==> config.mk <==
export PLATFORM = sky130hd
export DESIGN_NAME = seg_scan_ctrl_flat
export DESIGN_NICKNAME = d
export VERILOG_FILES = /design/src/rtl/seg_scan_if.sv /design/src/rtl/seg_scan_ctrl.sv /design/src/flat_wrapper.sv
export SDC_FILE = /design/constraint.sdc
export NUM_CORES = 1
export LEC_CHECK = 0
export CAP_MARGIN = 20
export CORE_MARGIN = 3
export CORE_UTILIZATION = 29
export CTS_CLUSTER_SIZE = 40
export DETAILED_ROUTE_END_ITERATION = 6
export SLEW_MARGIN = 20
export SYNTH_ARGS = -nofsm -noshare
export SYNTH_HDL_FRONTEND = slang
export SYNTH_SLANG_ARGS = --single-unit
==> constraint.sdc <==
create_clock -name clk -period 3.55 [get_ports clk]
set_input_delay 0.355 -clock clk [delete_from_list [all_inputs] [get_ports clk]]
set_output_delay 0.355 -clock clk [all_outputs]
set_load 0.02 [all_outputs]
==> src/rtl/seg_scan_if.sv <==
// Write/commit port of the seven-segment scan controller.
// The requester drives the master side and the controller answers on the slave side.
interface seg_scan_if;
  logic       wr_en;
  logic       wr_ready;
  logic [2:0] wr_addr;
  logic [4:0] wr_data;
  logic       commit;

  modport master (
    output wr_en, wr_addr, wr_data, commit,
    input  wr_ready
  );

  modport slave (
    input  wr_en, wr_addr, wr_data, commit,
    output wr_ready
  );
endinterface

==> src/rtl/seg_scan_ctrl.sv <==
// Scan controller for a 6-digit multiplexed seven-segment display: shadow/active digit
// files with tear-free frame-boundary commit, anti-ghost blanking and 16-level PWM.
module seg_scan_ctrl #(
  parameter int SUB_TICKS   = 3000,
  parameter int BLANK_TICKS = 2000
) (
  input  logic       clk,
  input  logic       rst_n,
  seg_scan_if.slave  bus,
  input  logic [3:0] brightness,
  input  logic [5:0] digit_en,
  output logic       frame_tick,
  output logic [7:0] seg_out,
  output logic [5:0] sel_out
);

  localparam int CNT_MAX = (BLANK_TICKS > SUB_TICKS) ? BLANK_TICKS : SUB_TICKS;
  localparam int CNT_W   = $clog2(CNT_MAX + 1);
  localparam logic [CNT_W-1:0] BLANK_LAST = CNT_W'(BLANK_TICKS - 1);
  localparam logic [CNT_W-1:0] SUB_LAST   = CNT_W'(SUB_TICKS - 1);

  typedef enum logic {ST_BLANK, ST_ON} state_t;

  state_t           state_q, state_d;
  logic [CNT_W-1:0] cnt_q, cnt_d;
  logic [3:0]       sub_q, sub_d;
  logic [2:0]       idx_q, idx_d;
  logic [3:0]       bright_q, bright_d;
  logic [5:0][4:0]  shadow_q, shadow_d;
  logic [5:0][4:0]  active_q, active_d;
  logic             pending_q, pending_d;
  logic             wr_ready_q;
  logic             frame_tick_q;
  logic [7:0]       seg_q, seg_d;
  logic [5:0]       sel_q, sel_d;
  logic             wrap, apply, wr_fire, lit_d;

  // Hex digit to active-low gfedcba pattern.
  function automatic logic [6:0] seg_decode(input logic [3:0] hex);
    logic [6:0] s;
    s = 7'h7F;
    case (hex)
      4'h0: s = 7'b1000000;
      4'h1: s = 7'b1111001;
      4'h2: s = 7'b0100100;
      4'h3: s = 7'b0110000;
      4'h4: s = 7'b0011001;
      4'h5: s = 7'b0010010;
      4'h6: s = 7'b0000010;
      4'h7: s = 7'b1111000;
      4'h8: s = 7'b0000000;
      4'h9: s = 7'b0010000;
      4'hA: s = 7'b0001000;
      4'hB: s = 7'b0000011;
      4'hC: s = 7'b1000110;
      4'hD: s = 7'b0100001;
      4'hE: s = 7'b0000110;
      4'hF: s = 7'b0001110;
      default: s = 7'h7F;
    endcase
    return s;
  endfunction

  // Slot sequencing: BLANK for BLANK_TICKS, then 16 sub-slots of SUB_TICKS each.
  always_comb begin
    state_d = state_q;
    cnt_d   = cnt_q;
    sub_d   = sub_q;
    idx_d   = idx_q;
    wrap    = 1'b0;
    unique case (state_q)
      ST_BLANK: begin
        if (cnt_q == BLANK_LAST) begin
          state_d = ST_ON;
          cnt_d   = '0;
          sub_d   = '0;
        end else begin
          cnt_d = cnt_q + 1'b1;
        end
      end
      ST_ON: begin
        if (cnt_q == SUB_LAST) begin
          cnt_d = '0;
          if (sub_q == 4'd15) begin
            state_d = ST_BLANK;
            sub_d   = '0;
            wrap    = (idx_q == 3'd5);
            idx_d   = wrap ? 3'd0 : idx_q + 3'd1;
          end else begin
            sub_d = sub_q + 4'd1;
          end
        end else begin
          cnt_d = cnt_q + 1'b1;
        end
      end
      default: state_d = ST_BLANK;
    endcase
  end

  // Outputs are computed from next-state values so the registered pins line up with the FSM.
  always_comb begin
    bright_d = bright_q;
    if (state_q == ST_BLANK && cnt_q == '0) bright_d = brightness;

    wr_fire  = bus.wr_en && wr_ready_q && (bus.wr_addr < 3'd6);
    shadow_d = shadow_q;
    if (wr_fire) shadow_d[bus.wr_addr] = bus.wr_data;

    // A commit arriving in the wrap cycle re-arms pending and lands at the next wrap.
    apply     = wrap && pending_q;
    active_d  = apply ? shadow_q : active_q;
    pending_d = (apply ? 1'b0 : pending_q) | bus.commit;

    lit_d = (state_d == ST_ON) && digit_en[idx_d] && (bright_d > sub_d);
    sel_d = lit_d ? ~(6'd1 << idx_d) : 6'h3F;
    seg_d = lit_d ? {~active_d[idx_d][4], seg_decode(active_d[idx_d][3:0])} : 8'hFF;
  end

  always_ff @(posedge clk or negedge rst_n) begin
    if (!rst_n) begin
      state_q      <= ST_BLANK;
      cnt_q        <= '0;
      sub_q        <= '0;
      idx_q        <= '0;
      bright_q     <= '0;
      shadow_q     <= '0;
      active_q     <= '0;
      pending_q    <= 1'b0;
      wr_ready_q   <= 1'b1;
      frame_tick_q <= 1'b0;
      seg_q        <= 8'hFF;
      sel_q        <= 6'h3F;
    end else begin
      state_q      <= state_d;
      cnt_q        <= cnt_d;
      sub_q        <= sub_d;
      idx_q        <= idx_d;
      bright_q     <= bright_d;
      shadow_q     <= shadow_d;
      active_q     <= active_d;
      pending_q    <= pending_d;
      wr_ready_q   <= ~pending_d;
      frame_tick_q <= wrap;
      seg_q        <= seg_d;
      sel_q        <= sel_d;
    end
  end

  assign bus.wr_ready = wr_ready_q;
  assign frame_tick   = frame_tick_q;
  assign seg_out      = seg_q;
  assign sel_out      = sel_q;

endmodule

==> src/flat_wrapper.sv <==
// flat-port wrapper written by rule: the top's interface ports become plain ports
module seg_scan_ctrl_flat 
#(
  parameter int SUB_TICKS   = 3000,
  parameter int BLANK_TICKS = 2000
)
  (clk, rst_n, brightness, digit_en, frame_tick, seg_out, sel_out, bus_wr_en, bus_wr_addr, bus_wr_data, bus_commit, bus_wr_ready);
  seg_scan_if bus_i ();
  input  logic clk;
  input  logic rst_n;
  input  logic [3:0] brightness;
  input  logic [5:0] digit_en;
  output logic frame_tick;
  output logic [7:0] seg_out;
  output logic [5:0] sel_out;
  input wire logic [$bits(bus_i.wr_en)-1:0] bus_wr_en;
  input wire logic [$bits(bus_i.wr_addr)-1:0] bus_wr_addr;
  input wire logic [$bits(bus_i.wr_data)-1:0] bus_wr_data;
  input wire logic [$bits(bus_i.commit)-1:0] bus_commit;
  output wire logic [$bits(bus_i.wr_ready)-1:0] bus_wr_ready;
  assign bus_i.wr_en = bus_wr_en;
  assign bus_i.wr_addr = bus_wr_addr;
  assign bus_i.wr_data = bus_wr_data;
  assign bus_i.commit = bus_commit;
  assign bus_wr_ready = bus_i.wr_ready;
  seg_scan_ctrl #(.SUB_TICKS(SUB_TICKS), .BLANK_TICKS(BLANK_TICKS)) u_core (.clk(clk), .rst_n(rst_n), .bus(bus_i), .brightness(brightness), .digit_en(digit_en), .frame_tick(frame_tick), .seg_out(seg_out), .sel_out(sel_out));
endmodule
== Word level (Yosys, flattened, before mapping) ==
Memory sizes are Yosys's and may differ from the RTL's.
Index checks and enable logic that the tools add are counted.

* Word-level logic and storage cells: 79
* Input bits: 22
* Memory bits (read-only): 112
* Memories: 1
* Register bits: 101
* Output and inout port bits: 16

{| class="wikitable"
|+ Memories
! memory !! words !! width !! rd ports !! clocked after Yosys merged registers in !! write ports !! RTL line !! RTL
|-
| (no name shown) || 16 || 7 || 1 || 0 || 0 || seg_scan_ctrl.sv:42 || <nowiki>case (hex)</nowiki>
|}

* Reduce and logical (&&, ||, !) cells: 8
* Add/subtract/negate cells: 3
* Bitwise gates (word level): 5
* Shift operators: 1
* Equal/unequal tests: 4
* Order comparisons: 5
* Mux-type cells: 30

{| class="wikitable"
|+ Operators by type and width
! cell !! number
|-
| bitwise mux 30 bit || 1
|-
| 2-to-1 mux 30 bit || 1
|-
| 2-to-1 mux 12 bit || 2
|-
| one-hot mux 12 bit (2 select lines) || 1
|-
| 2-to-1 mux 4 bit || 4
|-
| binary-select mux 5 bit (select 3 bit) || 1
|-
| demux 5 bit (select 3 bit) || 1
|-
| adder 12 x 1 -> 12 bit (second input constant) || 1
|-
| == test 12 x 11 -> 1 bit (second input constant) || 1
|-
| == test 12 bit (second input constant) || 1
|-
| zero test 12 bit || 1
|-
| 2-to-1 mux 3 bit || 4
|-
| 2-to-1 mux 5 bit || 2
|-
| less-than comparator 3 x 4 -> 1 bit (second input constant) || 2
|-
| 2-to-1 mux 1 bit || 8
|-
| 2-to-1 mux 8 bit || 1
|-
| one-hot mux 4 bit (2 select lines) || 1
|-
| logical AND 1 bit || 7
|-
| 2-to-1 mux 6 bit || 1
|-
| NOT 6 bit || 1
|-
| << shifter 1 x 3 -> 6 bit (first input constant) || 1
|-
| adder 4 x 1 -> 4 bit (second input constant) || 1
|-
| == test 4 bit (second input constant) || 1
|-
| > comparator 4 bit || 1
|-
| other kinds (8) || 10
|}

== Logic depth before layout (Yosys ltp) ==
* Word-level depth: 10
* Mapped depth: 17
* Gate-level depth less buffers: 16

== Worst setup path after synthesis ==
Ideal clock, no wire load.

* Path kind: reg2reg
* Start point: reg u_core.cnt_q[3]
* End point: reg u_core.seg_q[1] (netlist: u_core.seg_out[1])
* Slack: -177 ps
* Data required time: 3456 ps
* Path buffers: 3
* Library setup time: 94 ps
* Stages on the path, launching flop included: 16
* Arrival: 3633 ps
* Clock period less this slack: 3727 ps
* Path through: dfrtp_1 or3_4 or4_1 buf_2 buf_6 a21o_2 a22o_1 ha_1 nor2b_1 o21a_1 o21a_1 o221ai_1 a2111oi_0 o21a_1 clkbuf_8 o221ai_1

* Elaborated cells on any way between the ends: 26
* Those cells by class: order compare (1); eq/ne (2); mux (17); reduce/logical (5); memory (1)

{| class="wikitable"
|+ RTL lines
! what !! RTL line !! RTL
|-
| start, declared || seg_scan_ctrl.sv:25 || <nowiki>logic [CNT_W-1:0] cnt_q, cnt_d;</nowiki>
|-
| start signal, assigned || seg_scan_ctrl.sv:135 || <nowiki>cnt_q <= cnt_d;</nowiki>
|-
| == test 12 bit or == test 12 x 11 -> 1 bit (tied branches) || seg_scan_ctrl.sv:82, seg_scan_ctrl.sv:73 ||
|-
| 2-to-1 mux 4 bit (on tied branches) || seg_scan_ctrl.sv:82, seg_scan_ctrl.sv:73 ||
|-
| one-hot mux 4 bit (2 select lines) (*) || seg_scan_ctrl.sv:71 || <nowiki>unique case (state_q)</nowiki>
|-
| net u_core.sub_d[0] || seg_scan_ctrl.sv:26 || <nowiki>logic [3:0] sub_q, sub_d;</nowiki>
|-
| > comparator 4 bit (*) || seg_scan_ctrl.sv:114 || <nowiki>lit_d = (state_d == ST_ON) && digit_en[idx_d] && (bright_d > sub_d);</nowiki>
|-
| logical AND 1 bit (*) || seg_scan_ctrl.sv:114 ||
|-
| 2-to-1 mux 8 bit (*) || seg_scan_ctrl.sv:116 || <nowiki>seg_d = lit_d ? {~active_d[idx_d][4], seg_decode(active_d[idx_d][3:0])} : 8'hFF;</nowiki>
|-
| net u_core.seg_d[1] || seg_scan_ctrl.sv:34 || <nowiki>logic [7:0] seg_q, seg_d;</nowiki>
|-
| end signal, assigned || seg_scan_ctrl.sv:144 || <nowiki>seg_q <= seg_d;</nowiki>
|-
| end, declared || seg_scan_ctrl.sv:34 ||
|}

Mark *: on every way through the listed nets, which the timed path passes. The rest lies on a longest branch. The select of a mux whose other input is x is not followed.
A chain may end at the register's enable or synchronous reset.

== Worst setup path after layout ==
* Start point: reg u_core.cnt_q[10]
* End point: reg u_core.seg_q[3] (netlist: u_core.seg_out[3])

* Cells in the longest elaborated chain, start to end: 9
* Elaborated cells on any way between the ends: 26
* Those cells by class: order compare (1); eq/ne (2); mux (17); reduce/logical (5); memory (1)

{| class="wikitable"
|+ Ends and longest elaborated chain
! what !! RTL line !! RTL
|-
| == test 12 bit || seg_scan_ctrl.sv:82 || <nowiki>if (cnt_q == SUB_LAST) begin</nowiki>
|-
| 2-to-1 mux 1 bit || seg_scan_ctrl.sv:82 ||
|-
| 2-to-1 mux 1 bit || seg_scan_ctrl.sv:71 ||
|-
| logical AND 1 bit || seg_scan_ctrl.sv:110 || <nowiki>apply = wrap && pending_q;</nowiki>
|-
| 2-to-1 mux 30 bit || seg_scan_ctrl.sv:111 || <nowiki>active_d = apply ? shadow_q : active_q;</nowiki>
|-
| binary-select mux 5 bit (select 3 bit) || seg_scan_ctrl.sv:116 ||
|-
| 2-to-1 mux 5 bit || - ||
|-
| memory (16 x 7 bit) || - ||
|-
| 2-to-1 mux 8 bit (*) || seg_scan_ctrl.sv:116 ||
|-
| net u_core.seg_d[3] || seg_scan_ctrl.sv:34 ||
|}

Marks and branches as above.

==> impl_results.md <==
- Post-route ant nets: 0
- Final Setup Violations: 0
- Sequential-to-total area share from yosys stat: 49.7%
- Worst-Margin Slew: 702 ps
- Clock buffer depth: 2
- Fin. Hold Viols: 0
- FFs w/ async S/R, synth: 100%
- Final WL: 12.9 mm
- Worst clock skew: 9.41 ps
- Synth top area share: 42.0%
- Max cap viols: 0
- Setup TNS: 0 ps
- Initial Utilization: 30.2%
- Top cells by area, synth: dfrtp_1 (42%), mux2_2 (8.6%), dfstp_2 (7.7%), nand2_1 (5.4%), ha_1 (3.2%)
- Num rows: 47
- Final period util: 96.5%
- Post-CTS Setup Bufs: 0
- Highest-count cells in the layout ignoring fill and taps: dfrtp_1 (85), nand2_1 (72), mux2_2 (39)
- WP buf/inv: 2
- Drt first pass iters: 4
- Pwr dens: 359 nW/um^2
- Crit path capture type: flop
- Ant. Diodes: 0
- Netlist cell types: 71
- Filler instances: 1,667
- Worst hold path type: input pin to async pin
- Worst vdd ir: 0.210 mV
- Initial antenna violation count: 0
- DRC Markers: 0
- Mapped Nets: 518
- I/O Buffers: 37
- Syn avg cell area: 10.6 sq um
- Largest net degree at the start of global routing: 52
- Clock transition at the registers of the reported paths: 80 ps
- Area of the die: 19,300 sq um
- Die Span Y: 139 microns
- Max stage delay cell, worst path: or4_4
- Register area: 2550 sq um
- Total CTS buffers: 9
- Routed WL per cell: 17.0 microns
- Vias: 3,828
- Clock Latency Late Sink: 350 ps
- Critical path's most frequent cell: or3_4
- Setup Crit Path Kind: flop to flop
- Layout cells sized above 1: 24.2%
- Slew margin rel.: 53.2%
- Detail Placement HPWL: 9.43 mm
- WP data required: 3850 ps
- Top FF cell, synth: dfrtp_1
- Largest area contributor in the netlist: dfrtp_1
- RSZ-0062 raised after global routing: yes
- Max Slew Vio Count: 0
- Cell Chain, Critical Path: or3_4, or4_4, buf_4, nor2_4, mux2i_2, o22ai_1, or3_4, inv_1, ha_1, o2111ai_1, o21a_1
- Synth warn: 0
- Nets: 572
- Crit-path max FO: 11
- Core Region: 16,900 sq um
- Fmax: 292 MHz
- Gr ovfl total: 0
- First DRT Iteration DRCs: 230
- Die Wd: 139 microns
- Commonest non-fill, non-tap cell in the layout: dfrtp_1
- Post-layout minimum cycle time: 3430 ps
- Syn Inst Count: 483
- Vias per Instance: 5.02
- Root Driver: clkbuf_16
- WP data arrival: 3720 ps
- Area grow syn2layout: 21.0%
- CTS tree: done
- Post-synthesis sequential element count: 101
- Total GRT Usage: 13.8%
- Post-synth EDFFs: 0
- CP max stage delay: 580 ps
- Top delay family on crit path: simple AND/OR/NAND/NOR gates
- Vias in the first global route: 4,007
- # clock sinks: 101
- Worst Setup Start Kind: flop
- RePlAce Congestion: 0.929
- Core Util, Final: 36.6%
- Htree depth: 3
- I/O pin count: 38
- Cell area after synthesis: 5120 sq um
- Multi-input combinational cell area: 2430 sq um
- First-pass GRT wire length: 21.4 mm
- Run status: finished clean
- Leak: 0.00286 uW
timing repair:
| action | in CTS | in global routing |
|---|---|---|
| hold buffers | 0 | 0 |
| setup endpoints to repair | 1 | 12 |
| endpoints found under the hold margin | 0 | 0 |
| gates resized for setup | 1 | 18 |
| gates cloned | 0 | 0 |
cells by family after synthesis:
kind of cell	share of synthesized area [%]
and+or+nand+nor	18.7
DFF	49.7
AOI/OAI and AO/OA	10.5
muxes	11.8
buffers and inverters	4.20
adders and majority gates	3.18
xor gates and xnor gates	1.88
layout make-up:
| type | instances | share of cell area, % |
|---|---|---|
| clock buffers | 10 | 3.86 |
| inverters | 22 | 1.33 |
| clock inverters | 6 | 1.03 |
| flip-flops and latches | 101 | 41.1 |
| multi-input cells | 341 | 39.3 |
| repair buffers | 62 | 8.97 |
| well taps | 220 | 4.44 |
cell usage after synthesis (3+ instances only):
master and number:
o221ai_1 4, buf_6 5, nor3_1 8, xor2_1 6
mux2i_1 15, a21o_1 4, o21a_1 5, nor4_1 4
clkbuf_1 9, nand2b_1 7, mux2_2 39, xnor2_1 5
o21ai_0 14, o211ai_1 4, nand3b_1 4, and2_1 3
dfrtp_1 86, nor2_1 26, dfstp_2 15, inv_1 21
buf_2 3, nand3_1 28, ha_1 13, a31oi_1 3
a21oi_1 8, nand4_1 5, and3_1 6, and4_1 5
o22ai_1 3, nor2b_1 3, nand2_1 73
final timing paths:
check | startpoint | end | slack (ps) | cells past startpoint
worst min register to register | u_core.shadow_q[17] | u_core.active_q[17] | 470 | 2
worst max-delay path | u_core.cnt_q[10] | u_core.seg_out[3] | 120 | 11
min in group clk | u_core.shadow_q[17] | u_core.active_q[17] | 470 | 2
max in group asynchronous | rst_n | u_core.bus.wr_ready | 2640 | 2
worst min-delay path | rst_n | u_core.active_q[17] | 40 | 1
worst max register to register | u_core.cnt_q[10] | u_core.seg_out[3] | 120 | 11
metal layers:
layer / GRT usage (%) / part of all wire, % / up-vias / routed length [microns]
met4: 5.92 / 1.9 / 0 / 244
met3: 2.69 / 4.8 / 18 / 626
met5: 0 / 0 / - / 0
met1: 19.5 / 49 / 1878 / 6330
met2: 20.5 / 44 / 103 / 5720
li1: - / - / 1829 / -
metrics by stage:
| stage | instances | instance area [sq um] | setup slack, ps | total power, uW | hold WS, ps |
|---|---|---|---|---|---|
| floorplan | 483 | 5130 | 118 | 1200 | 59.4 |
| global placement | 746 | 5820 | 124 | 1260 | 448 |
| global route | 762 | 6200 | -10.8 | 2310 | 90.9 |
| finish | 762 | 6200 | 123 | 2220 | 42.8 |
| detailed placement | 746 | 5820 | 22.6 | 1260 | 460 |
| CTS | 762 | 6130 | 4.17 | 2260 | 71.3 |
report_power, final:
| part | leakage (uW) | switching, uW | internal (uW) |
|---|---|---|---|
| clock network | 0.000146 | 467 | 516 |
| registers | 0.00133 | 6.11 | 1160 |
| logic | 0.00139 | 39.8 | 34.4 |
registers in the layout, indices dropped and copies added, names as in the netlist:
signal               count
u_core.cnt_q            12
u_core.state_q           1
u_core.frame_tick        1
u_core.active_q         30
u_core.sub_q             4
u_core.pending_q         1
u_core.seg_out           8
u_core.bus.wr_ready      1
u_core.sel_out           6
u_core.bright_q          4
u_core.idx_q             3
u_core.shadow_q         30
Power figures use the tool's default switching activity.
